--- src/rtl/topo_game_ctrl_if.sv ---
// Signal bundle between the whack-a-mole game controller and the board/display side.
interface topo_game_ctrl_if;
  logic       START;
  logic       HIT;
  logic [3:0] N_CELDA_PONER_TOPO;
  logic       PONER_TOPO;
  logic [7:0] SCORE;
  logic [7:0] TIME_LEFT;
  logic       RUNNING;
  logic       GAME_OVER;

  modport master (
    input  START, HIT,
    output N_CELDA_PONER_TOPO, PONER_TOPO, SCORE, TIME_LEFT, RUNNING, GAME_OVER
  );

  modport slave (
    output START, HIT,
    input  N_CELDA_PONER_TOPO, PONER_TOPO, SCORE, TIME_LEFT, RUNNING, GAME_OVER
  );
endinterface

--- src/rtl/topo_game_ctrl.sv ---
// Whack-a-mole game controller: game timing, pseudo-random mole placement and
// hit scoring. The LFSR free-runs in every state so the start time seeds the game.
module topo_game_ctrl #(
  parameter int unsigned TICK_DIV    = 25000000,
  parameter int unsigned SPAWN_TICKS = 2,
  parameter int unsigned GAME_TICKS  = 60,
  parameter logic [15:0] LFSR_SEED   = 16'hACE1
) (
  input  logic             Clock,
  input  logic             reset,
  topo_game_ctrl_if.master bus
);

  typedef enum logic [1:0] {IDLE, RUN, OVER} state_e;

  localparam int unsigned TW         = $clog2(TICK_DIV);
  localparam int unsigned SW         = $clog2(SPAWN_TICKS + 1);
  localparam logic [TW-1:0] TICK_LAST  = TW'(TICK_DIV - 1);
  localparam logic [SW-1:0] SPAWN_LAST = SW'(SPAWN_TICKS - 1);
  localparam logic [7:0]  GT         = 8'(GAME_TICKS);
  localparam logic [15:0] SEED       = (LFSR_SEED == 16'h0000) ? 16'h0001 : LFSR_SEED;
  // Right-shifting Galois form of x^16+x^14+x^13+x^11+1.
  localparam logic [15:0] TAPS       = 16'hB400;

  state_e        state_q;
  logic [15:0]   lfsr_q, lfsr_d;
  logic [TW-1:0] tick_cnt_q;
  logic [SW-1:0] spawn_cnt_q;
  logic          hit_dly_q;
  logic [3:0]    cell_q, cell_d;
  logic          poner_q;
  logic [7:0]    score_q;
  logic [7:0]    time_q;
  logic          running_q;
  logic          over_q;

  logic          hit_rise;
  logic          tick;
  logic [3:0]    cand;

  always_comb begin
    lfsr_d   = {1'b0, lfsr_q[15:1]} ^ (lfsr_q[0] ? TAPS : '0);
    hit_rise = bus.HIT & ~hit_dly_q;
    tick     = (tick_cnt_q == TICK_LAST);
    cand     = lfsr_q[3:0];
    cell_d   = (cand == cell_q) ? cand + 4'd1 : cand;
  end

  always_ff @(posedge Clock or negedge reset) begin
    if (!reset) begin
      state_q     <= IDLE;
      lfsr_q      <= SEED;
      tick_cnt_q  <= '0;
      spawn_cnt_q <= '0;
      hit_dly_q   <= 1'b0;
      cell_q      <= '0;
      poner_q     <= 1'b0;
      score_q     <= '0;
      time_q      <= GT;
      running_q   <= 1'b0;
      over_q      <= 1'b0;
    end else begin
      lfsr_q    <= lfsr_d;
      hit_dly_q <= bus.HIT;
      poner_q   <= 1'b0;
      case (state_q)
        IDLE, OVER: begin
          if (bus.START) begin
            state_q     <= RUN;
            score_q     <= '0;
            time_q      <= GT;
            tick_cnt_q  <= '0;
            spawn_cnt_q <= '0;
            running_q   <= 1'b1;
            over_q      <= 1'b0;
          end
        end
        RUN: begin
          if (hit_rise && (score_q != 8'hFF)) score_q <= score_q + 8'd1;
          if (tick) begin
            tick_cnt_q <= '0;
            time_q     <= time_q - 8'd1;
            // The final tick ends the game and suppresses that tick's spawn.
            if (time_q == 8'd1) begin
              state_q   <= OVER;
              running_q <= 1'b0;
              over_q    <= 1'b1;
            end else if (spawn_cnt_q == SPAWN_LAST) begin
              spawn_cnt_q <= '0;
              poner_q     <= 1'b1;
              cell_q      <= cell_d;
            end else begin
              spawn_cnt_q <= spawn_cnt_q + SW'(1);
            end
          end else begin
            tick_cnt_q <= tick_cnt_q + TW'(1);
          end
        end
        default: state_q <= IDLE;
      endcase
    end
  end

  assign bus.N_CELDA_PONER_TOPO = cell_q;
  assign bus.PONER_TOPO         = poner_q;
  assign bus.SCORE              = score_q;
  assign bus.TIME_LEFT          = time_q;
  assign bus.RUNNING            = running_q;
  assign bus.GAME_OVER          = over_q;

endmodule

--- src/flat_wrapper.sv ---
// flat-port wrapper written by rule: the top's interface ports become plain ports
module topo_game_ctrl_flat 
#(
  parameter int unsigned TICK_DIV    = 25000000,
  parameter int unsigned SPAWN_TICKS = 2,
  parameter int unsigned GAME_TICKS  = 60,
  parameter logic [15:0] LFSR_SEED   = 16'hACE1
)
  (Clock, reset, bus_START, bus_HIT, bus_N_CELDA_PONER_TOPO, bus_PONER_TOPO, bus_SCORE, bus_TIME_LEFT, bus_RUNNING, bus_GAME_OVER);
  topo_game_ctrl_if bus_i ();
  input  logic Clock;
  input  logic reset;
  input wire logic [$bits(bus_i.START)-1:0] bus_START;
  input wire logic [$bits(bus_i.HIT)-1:0] bus_HIT;
  output wire logic [$bits(bus_i.N_CELDA_PONER_TOPO)-1:0] bus_N_CELDA_PONER_TOPO;
  output wire logic [$bits(bus_i.PONER_TOPO)-1:0] bus_PONER_TOPO;
  output wire logic [$bits(bus_i.SCORE)-1:0] bus_SCORE;
  output wire logic [$bits(bus_i.TIME_LEFT)-1:0] bus_TIME_LEFT;
  output wire logic [$bits(bus_i.RUNNING)-1:0] bus_RUNNING;
  output wire logic [$bits(bus_i.GAME_OVER)-1:0] bus_GAME_OVER;
  assign bus_i.START = bus_START;
  assign bus_i.HIT = bus_HIT;
  assign bus_N_CELDA_PONER_TOPO = bus_i.N_CELDA_PONER_TOPO;
  assign bus_PONER_TOPO = bus_i.PONER_TOPO;
  assign bus_SCORE = bus_i.SCORE;
  assign bus_TIME_LEFT = bus_i.TIME_LEFT;
  assign bus_RUNNING = bus_i.RUNNING;
  assign bus_GAME_OVER = bus_i.GAME_OVER;
  topo_game_ctrl #(.TICK_DIV(TICK_DIV), .SPAWN_TICKS(SPAWN_TICKS), .GAME_TICKS(GAME_TICKS), .LFSR_SEED(LFSR_SEED)) u_core (.Clock(Clock), .reset(reset), .bus(bus_i));
endmodule
--- config.mk ---
export PLATFORM = sky130hd
export DESIGN_NAME = topo_game_ctrl_flat
export DESIGN_NICKNAME = d
export VERILOG_FILES = /design/src/rtl/topo_game_ctrl_if.sv /design/src/rtl/topo_game_ctrl.sv /design/src/flat_wrapper.sv
export SDC_FILE = /design/constraint.sdc
export NUM_CORES = 1
export LEC_CHECK = 0
export BUFFER_PORTS_ARGS = -buffer_cell sky130_fd_sc_hd__buf_2
export CORE_UTILIZATION = 55
export CTS_CLUSTER_DIAMETER = 120
export DETAILED_ROUTE_END_ITERATION = 10
export GPL_ROUTABILITY_DRIVEN = 0
export PLACE_DENSITY = 0.74
export REMOVE_ABC_BUFFERS = 1
export SLEW_MARGIN = 15
export SYNTH_ARGS = -nofsm -noshare
export SYNTH_HDL_FRONTEND = slang
export SYNTH_SLANG_ARGS = --single-unit
--- constraint.sdc ---
create_clock -name Clock -period 2.6 [get_ports Clock]
set_input_delay 0 -clock Clock [delete_from_list [all_inputs] [get_ports Clock]]
set_output_delay 0 -clock Clock [all_outputs]
set_load 0.05 [all_outputs]
==> metrics.txt, run 1 <==
routed length per instance 17.0 µm; DIE HEIGHT 81.6 µm; Synth area leader dfrtp_1; CTS tree yes; sequential fraction of the synthesis area 0.500; slew margin rel. 0.416; clock share of power 0.340; DP Cell Count 445; Post-synth EDFFs 0; period utilization 0.846; Worst-Margin Slew 876 ps; FF+latch area 1740 µm²; top cell type's share of synthesized area 0.410; gr ovfl total 0; Reg power frac 0.489; Post-Syn Area around 3500 µm²; H-Tree Depth 3; HPWL Detailed just over 5000 µm; switching power 0.000836 W; Worst Hold Class in -> reg; clk slew on worst S/H paths 70 ps; Fmax 0.454 GHz; Leakage 1.81 nW; Layout Skew about 7.6 ps; post-route worst setup slack 399 ps; final core occ 0.659; root buf cell clkbuf_8; status completed; Setup crit end kind flop; critical path arrival 2430 ps; Logic pwr share 0.171; wire length of the first global-routing pass around 13000 µm; full die area 6650 µm²; io pins 27; Max Slew Vio Count 0; Design Area, Final around 4000 µm²; vias in the first global route 2670; max cap viols 0; Setup Buffers After CTS 0; Final Setup Violations 0; RSZ-0062 raised after global routing false; Tot Pwr 0.00269 W; Max FO, Critical Path 10; Initial Util 0.578; final hold violation count 0; Post-route DRC 0; top cells by area, synth dfrtp_1 41%, dfstp_2 9.1%, o21ai_0 3.4%; final cell count without fillers 464; Final min period 2200 ps; async set-reset flop share out of synthesis 1.00; routed vias 2880; pre-CTS setup slack between 400 and 500 ps; hold_buf cts 3; CP required 2830 ps; final-layout fill cell count 483; Ant. Diodes 0; post-synthesis cell type count 60; yosys warns 0; DP Area 3730 µm²; cell-internal power between 0.0015 and 0.002 W; number of port buffers 26; ANT nets after route 0; layout cell share with drive strength beyond 1 0.195; CP Class reg -> reg; synthesized flop and latch total 69; Nets 393; via/cell ratio 6.21; Max Buffers Root-to-Sink 2; row count 28; sw frac 0.311; startpoint types flop; Main synth FF type dfrtp_1; VDD IR max 0.533 mV; clock sink total 69; Core Area 6030 µm²; final WL 7880 µm; clk_lat worst skew between 300 and 400 ps; Synth Instances 347; drt first pass iters 5; Layout Area Growth over Synthesis 14.0%; Syn Area/Cell 10.0 µm²; Post-CTS Resized 0; GRT Util Overall 0.266; pwr dens 677 nW/µm²; TritonCTS Buffers 9; largest net degree at the start of global routing 70; DRT iter0 DRCs 198; initial antenna violation count 0; area of the multi-input gates between 1500 and 2000 µm²; Die X approximately 82 µm
power by group through the flow:
| stage | clock network [W] | logic (W) | registers (W) |
|---|---|---|---|
| after CTS | 0.000940 | 0.000462 | 0.00131 |
| final | 0.000914 | 0.000459 | 0.00131 |
| after global placement | 0 | 0.000442 | 0.00132 |
| after floorplan | 0 | 0.000228 | 0.00141 |
| after detailed placement | 0 | 0.000459 | 0.00133 |
| after global routing | 0.000982 | 0.000510 | 0.00134 |
routing by layer:
metal | part of all wire | global-route usage | up-vias
li1 | - | - | 1379
met4 | 0.016 | 0.118 | 0
met5 | 0 | 0 | -
met3 | 0.038 | 0.0544 | 12
met2 | 0.47 | 0.402 | 80
met1 | 0.48 | 0.369 | 1409
flip-flops by register name (all words and copies together), names as in the netlist, 2 cells and up:
register / cells
u_core.bus.TIME_LEFT: 8
u_core.bus.SCORE: 8
u_core.state_q: 2
u_core.bus.N_CELDA_PONER_TOPO: 4
u_core.lfsr_q: 16
u_core.tick_cnt_q: 25
u_core.spawn_cnt_q: 2
kinds of logic (layout without fill, tap and decap cells):
| group | Yosys count | count (layout) | share of synthesized area |
|---|---|---|---|
| AND/OR/NAND/NOR | 146 | 146 | 0.240 |
| multiplexers | 5 | 5 | 0.0151 |
| XOR/XNOR | 15 | 15 | 0.0377 |
| flip-flops | 69 | 69 | 0.500 |
| buffers and inverters | 22 | 64 | 0.0248 |
| adder cells (fa/ha/maj) | 5 | 5 | 0.0180 |
| AO/OA/AOI/OAI | 85 | 85 | 0.164 |
synthesized netlist by cell type, types with 8 or more instances:
cell type / count
dfrtp_1: 57
nand2_1: 28
nor2_1: 25
o21ai_0: 24
nand3_1: 18
a21oi_1: 13
dfstp_2: 12
nand4_1: 11
clkbuf_1: 10
inv_1: 9
xor2_1: 9
a31oi_1: 8
and3_1: 8
stage by stage:
stage,hold WS [ps],setup TNS [ps]
after detailed placement,125,0
after floorplan,-296,-252
after CTS,285,0
after global placement,119,0
after global routing,323,0
final,306,0
final cells by class:
type | instances | area share
clock inverters | 3 | 0.0107
inverters | 9 | 0.00851
well taps | 75 | 0.0236
clock buffers | 13 | 0.0425
repair buffers | 39 | 0.0592
multi-input cells | 256 | 0.417
flip-flops and latches | 69 | 0.439
critical path, cell delays in order (launching register included):
cell,delay (ps)
dfrtp_1,400
ha_1,240
nand4_2,250
or4_4,590
o21ai_4,320
nor4b_1,90
a31o_1,200
layout by cell type (no fill, tap or decap), types with 9 or more instances in the layout:
master and count:
clkbuf_8 12, o21ai_0 24, nand3_1 18, buf_2 26, a21oi_1 13, dfrtp_1 57, buf_4 10, inv_1 9
xor2_1 9, nand2_1 28, nor2_1 25, nand4_1 11, dfstp_2 12
path summary, 6_finish.rpt:
path / start / to / slack [ps] / depth (start not counted)
worst max register to register: u_core.tick_cnt_q[0] / u_core.tick_cnt_q[9] / 400 / 6
max in group asynchronous: reset / u_core.bus.N_CELDA_PONER_TOPO[3] / 1660 / 3
worst min register to register: u_core.lfsr_q[9] / u_core.lfsr_q[8] / 360 / 0
min in group asynchronous: reset / u_core.tick_cnt_q[21] / 380 / 3
worst min-delay path: bus_HIT / u_core.hit_dly_q / 310 / 2
worst max-delay path: u_core.tick_cnt_q[0] / u_core.tick_cnt_q[9] / 400 / 6
No activity file was read; power rests on OpenSTA's default activity.
==> run 2: changes to the inputs <==
CORE_UTILIZATION = 54   (was 55)
PLACE_DENSITY = 0.76   (was 0.74)
clock period = 2 ns   (was 2.6 ns; I/O delays follow)
==> metrics.txt, run 2 (synthesis results as in run 1) <==
status finished with violations; failing checks negative setup slack; CTS tree yes; wire length of the first global-routing pass 13800 µm (+4.3%); final WL 8590 µm (+9.0%); Largest regs u_core.tick_cnt_q (25), u_core.lfsr_q (16); DRT iter0 DRCs 301 (+52%); VDD IR max 0.663 mV (+24%); Layout Skew 8.38 ps (+0.733 ps); Leakage 1.99 nW (+10%); most common cell after layout, fill and taps aside dfrtp_1; via/cell ratio 6.34 (+2.2%); largest net degree at the start of global routing 70 (unchanged); max reg flops 25 (unchanged); Setup crit end kind flop; ANT nets after route 0 (unchanged); commonest non-fill, non-tap cells in the layout 57 x dfrtp_1, 40 x buf_4, 28 x nand2_1, 26 x buf_2, 25 x nor2_1; FF+latch area 1740 µm² (unchanged); DP Cell Count 475 (+6.7%); Layout Area Growth over Synthesis 23.5%; Final Setup Violations 3 (+3); number of port buffers 26 (unchanged); Initial Util 0.575 (-0.00334); drt first pass iters 5 (unchanged); clock sink total 69 (unchanged); final hold violation count 0 (unchanged); Nets 426 (+8.4%); Core Area 6060 µm² (+0.58%); Max FO, Critical Path 5 (-5); row count 28 (unchanged); initial antenna violation count 0 (unchanged); DIE HEIGHT 82.3 µm (+0.89%); final-layout fill cell count 458 (-5.2%); Max Slew Vio Count 0 (unchanged); H-Tree Depth 3 (unchanged); layout cell share with drive strength beyond 1 0.282 (+0.0866); TritonCTS Buffers 9 (unchanged); post-route worst setup slack -14.9 ps (-414 ps); gr ovfl total 0 (unchanged); full die area 6770 µm² (+1.8%); area of the multi-input gates 1740 µm² (+5.4%); startpoint types flop; HPWL Detailed 5730 µm (+11%); clk_lat worst skew 350 ps (about the same); Post-route DRC 0 (unchanged); io pins 27 (unchanged); vias in the first global route 2825 (+5.8%); clk slew on worst S/H paths 80 ps (about the same); Ant. Diodes 0 (unchanged); Final min period 2010 ps (-186 ps); Max Buffers Root-to-Sink 2 (unchanged); root buf cell clkbuf_8; pwr dens 831 nW/µm² (+23%); Worst Hold Class in -> async; Die X 82.3 µm (+0.89%); Worst-Margin Slew 555 ps (-321 ps); CP required 2250 ps (-580 ps); largest register by flop count u_core.tick_cnt_q; Fmax 0.496 GHz (+9.2%); GRT Util Overall 0.276 (+0.0101); critical path arrival 2260 ps (-170 ps); period utilization 1.01 (+0.161); CP Class reg -> reg; RSZ-0062 raised after global routing true; final cell count without fillers 497 (+7.1%); routed length per instance 17.3 µm (+1.8%); routed vias 3153 (+9.5%); hold slack 183 ps (-123 ps); final core occ 0.710 (+0.0507); max cap viols 0 (unchanged); slew margin rel. 0.625 (+0.209)
run 2: worst max-delay path: stages (launching register included):
cell	delay, ps
dfrtp_1	380
nand4bb_1	390
or4_4	580
o21ai_4	280
nor4b_1	90
a31o_1	190
run 2: area by class of cell:
cell class / count / area share
timing repair buffer: 71 / 0.116
multi-input combinational: 257 / 0.406
clock inverter: 7 / 0.0145
clock buffer: 9 / 0.0288
inverter: 9 / 0.00786
tap: 75 / 0.0218
sequential: 69 / 0.405
run 2: path summary, 6_finish.rpt:
path                                             from                      end  depth (start not counted)  slack [ps]
worst max-delay path            u_core.tick_cnt_q[23]     u_core.tick_cnt_q[9]                          5         -10
worst min-delay path                            reset    u_core.tick_cnt_q[18]                          3         180
worst max register to register  u_core.tick_cnt_q[23]     u_core.tick_cnt_q[9]                          5         -10
max in group asynchronous                       reset  u_core.bus.TIME_LEFT[2]                          3        1470
worst min register to register       u_core.lfsr_q[9]         u_core.lfsr_q[8]                          0         360
min in group Clock                            bus_HIT         u_core.hit_dly_q                          2         310
run 2: per-stage QoR:
stage	power, W	setup WS, ps	area, µm²	setup TNS (ps)
2_1_floorplan	0.00213	-666	3430	-8400
3_3_place_gp	0.00242	13.4	3980	0
3_5_place_dp	0.00245	-29.9	3980	-106
4_1_cts	0.00355	-31.3	4230	-74.1
5_1_grt	0.00375	-40.2	4300	-125
6_report	0.00357	-14.9	4300	-37.9
run 2: power breakdown:
| group | internal, W | switching (W) | leakage [nW] | total (W) |
|---|---|---|---|---|
| clock | 0.000478 | 0.000601 | 0.0931 | 0.00108 |
| sequential | 0.00153 | 0.000156 | 0.890 | 0.00168 |
| combinational | 0.000327 | 0.000485 | 1.01 | 0.000812 |
run 2: repair_timing:
item | CTS | global route
setup endpoints to repair | 16 | 30
endpoints found under the hold margin | 71 | 0
gates resized for setup | 2 | 12
gates cloned | 1 | 0
buffers inserted | 2 | 0
pin swaps | 4 | 5
hold buffers | 3 | 0
run 2: per-layer routing:
| metal | track usage | share of wire |
|---|---|---|
| met5 | 0 | 0 |
| met1 | 0.396 | 0.45 |
| met2 | 0.402 | 0.45 |
| met4 | 0.133 | 0.026 |
| met3 | 0.0484 | 0.075 |
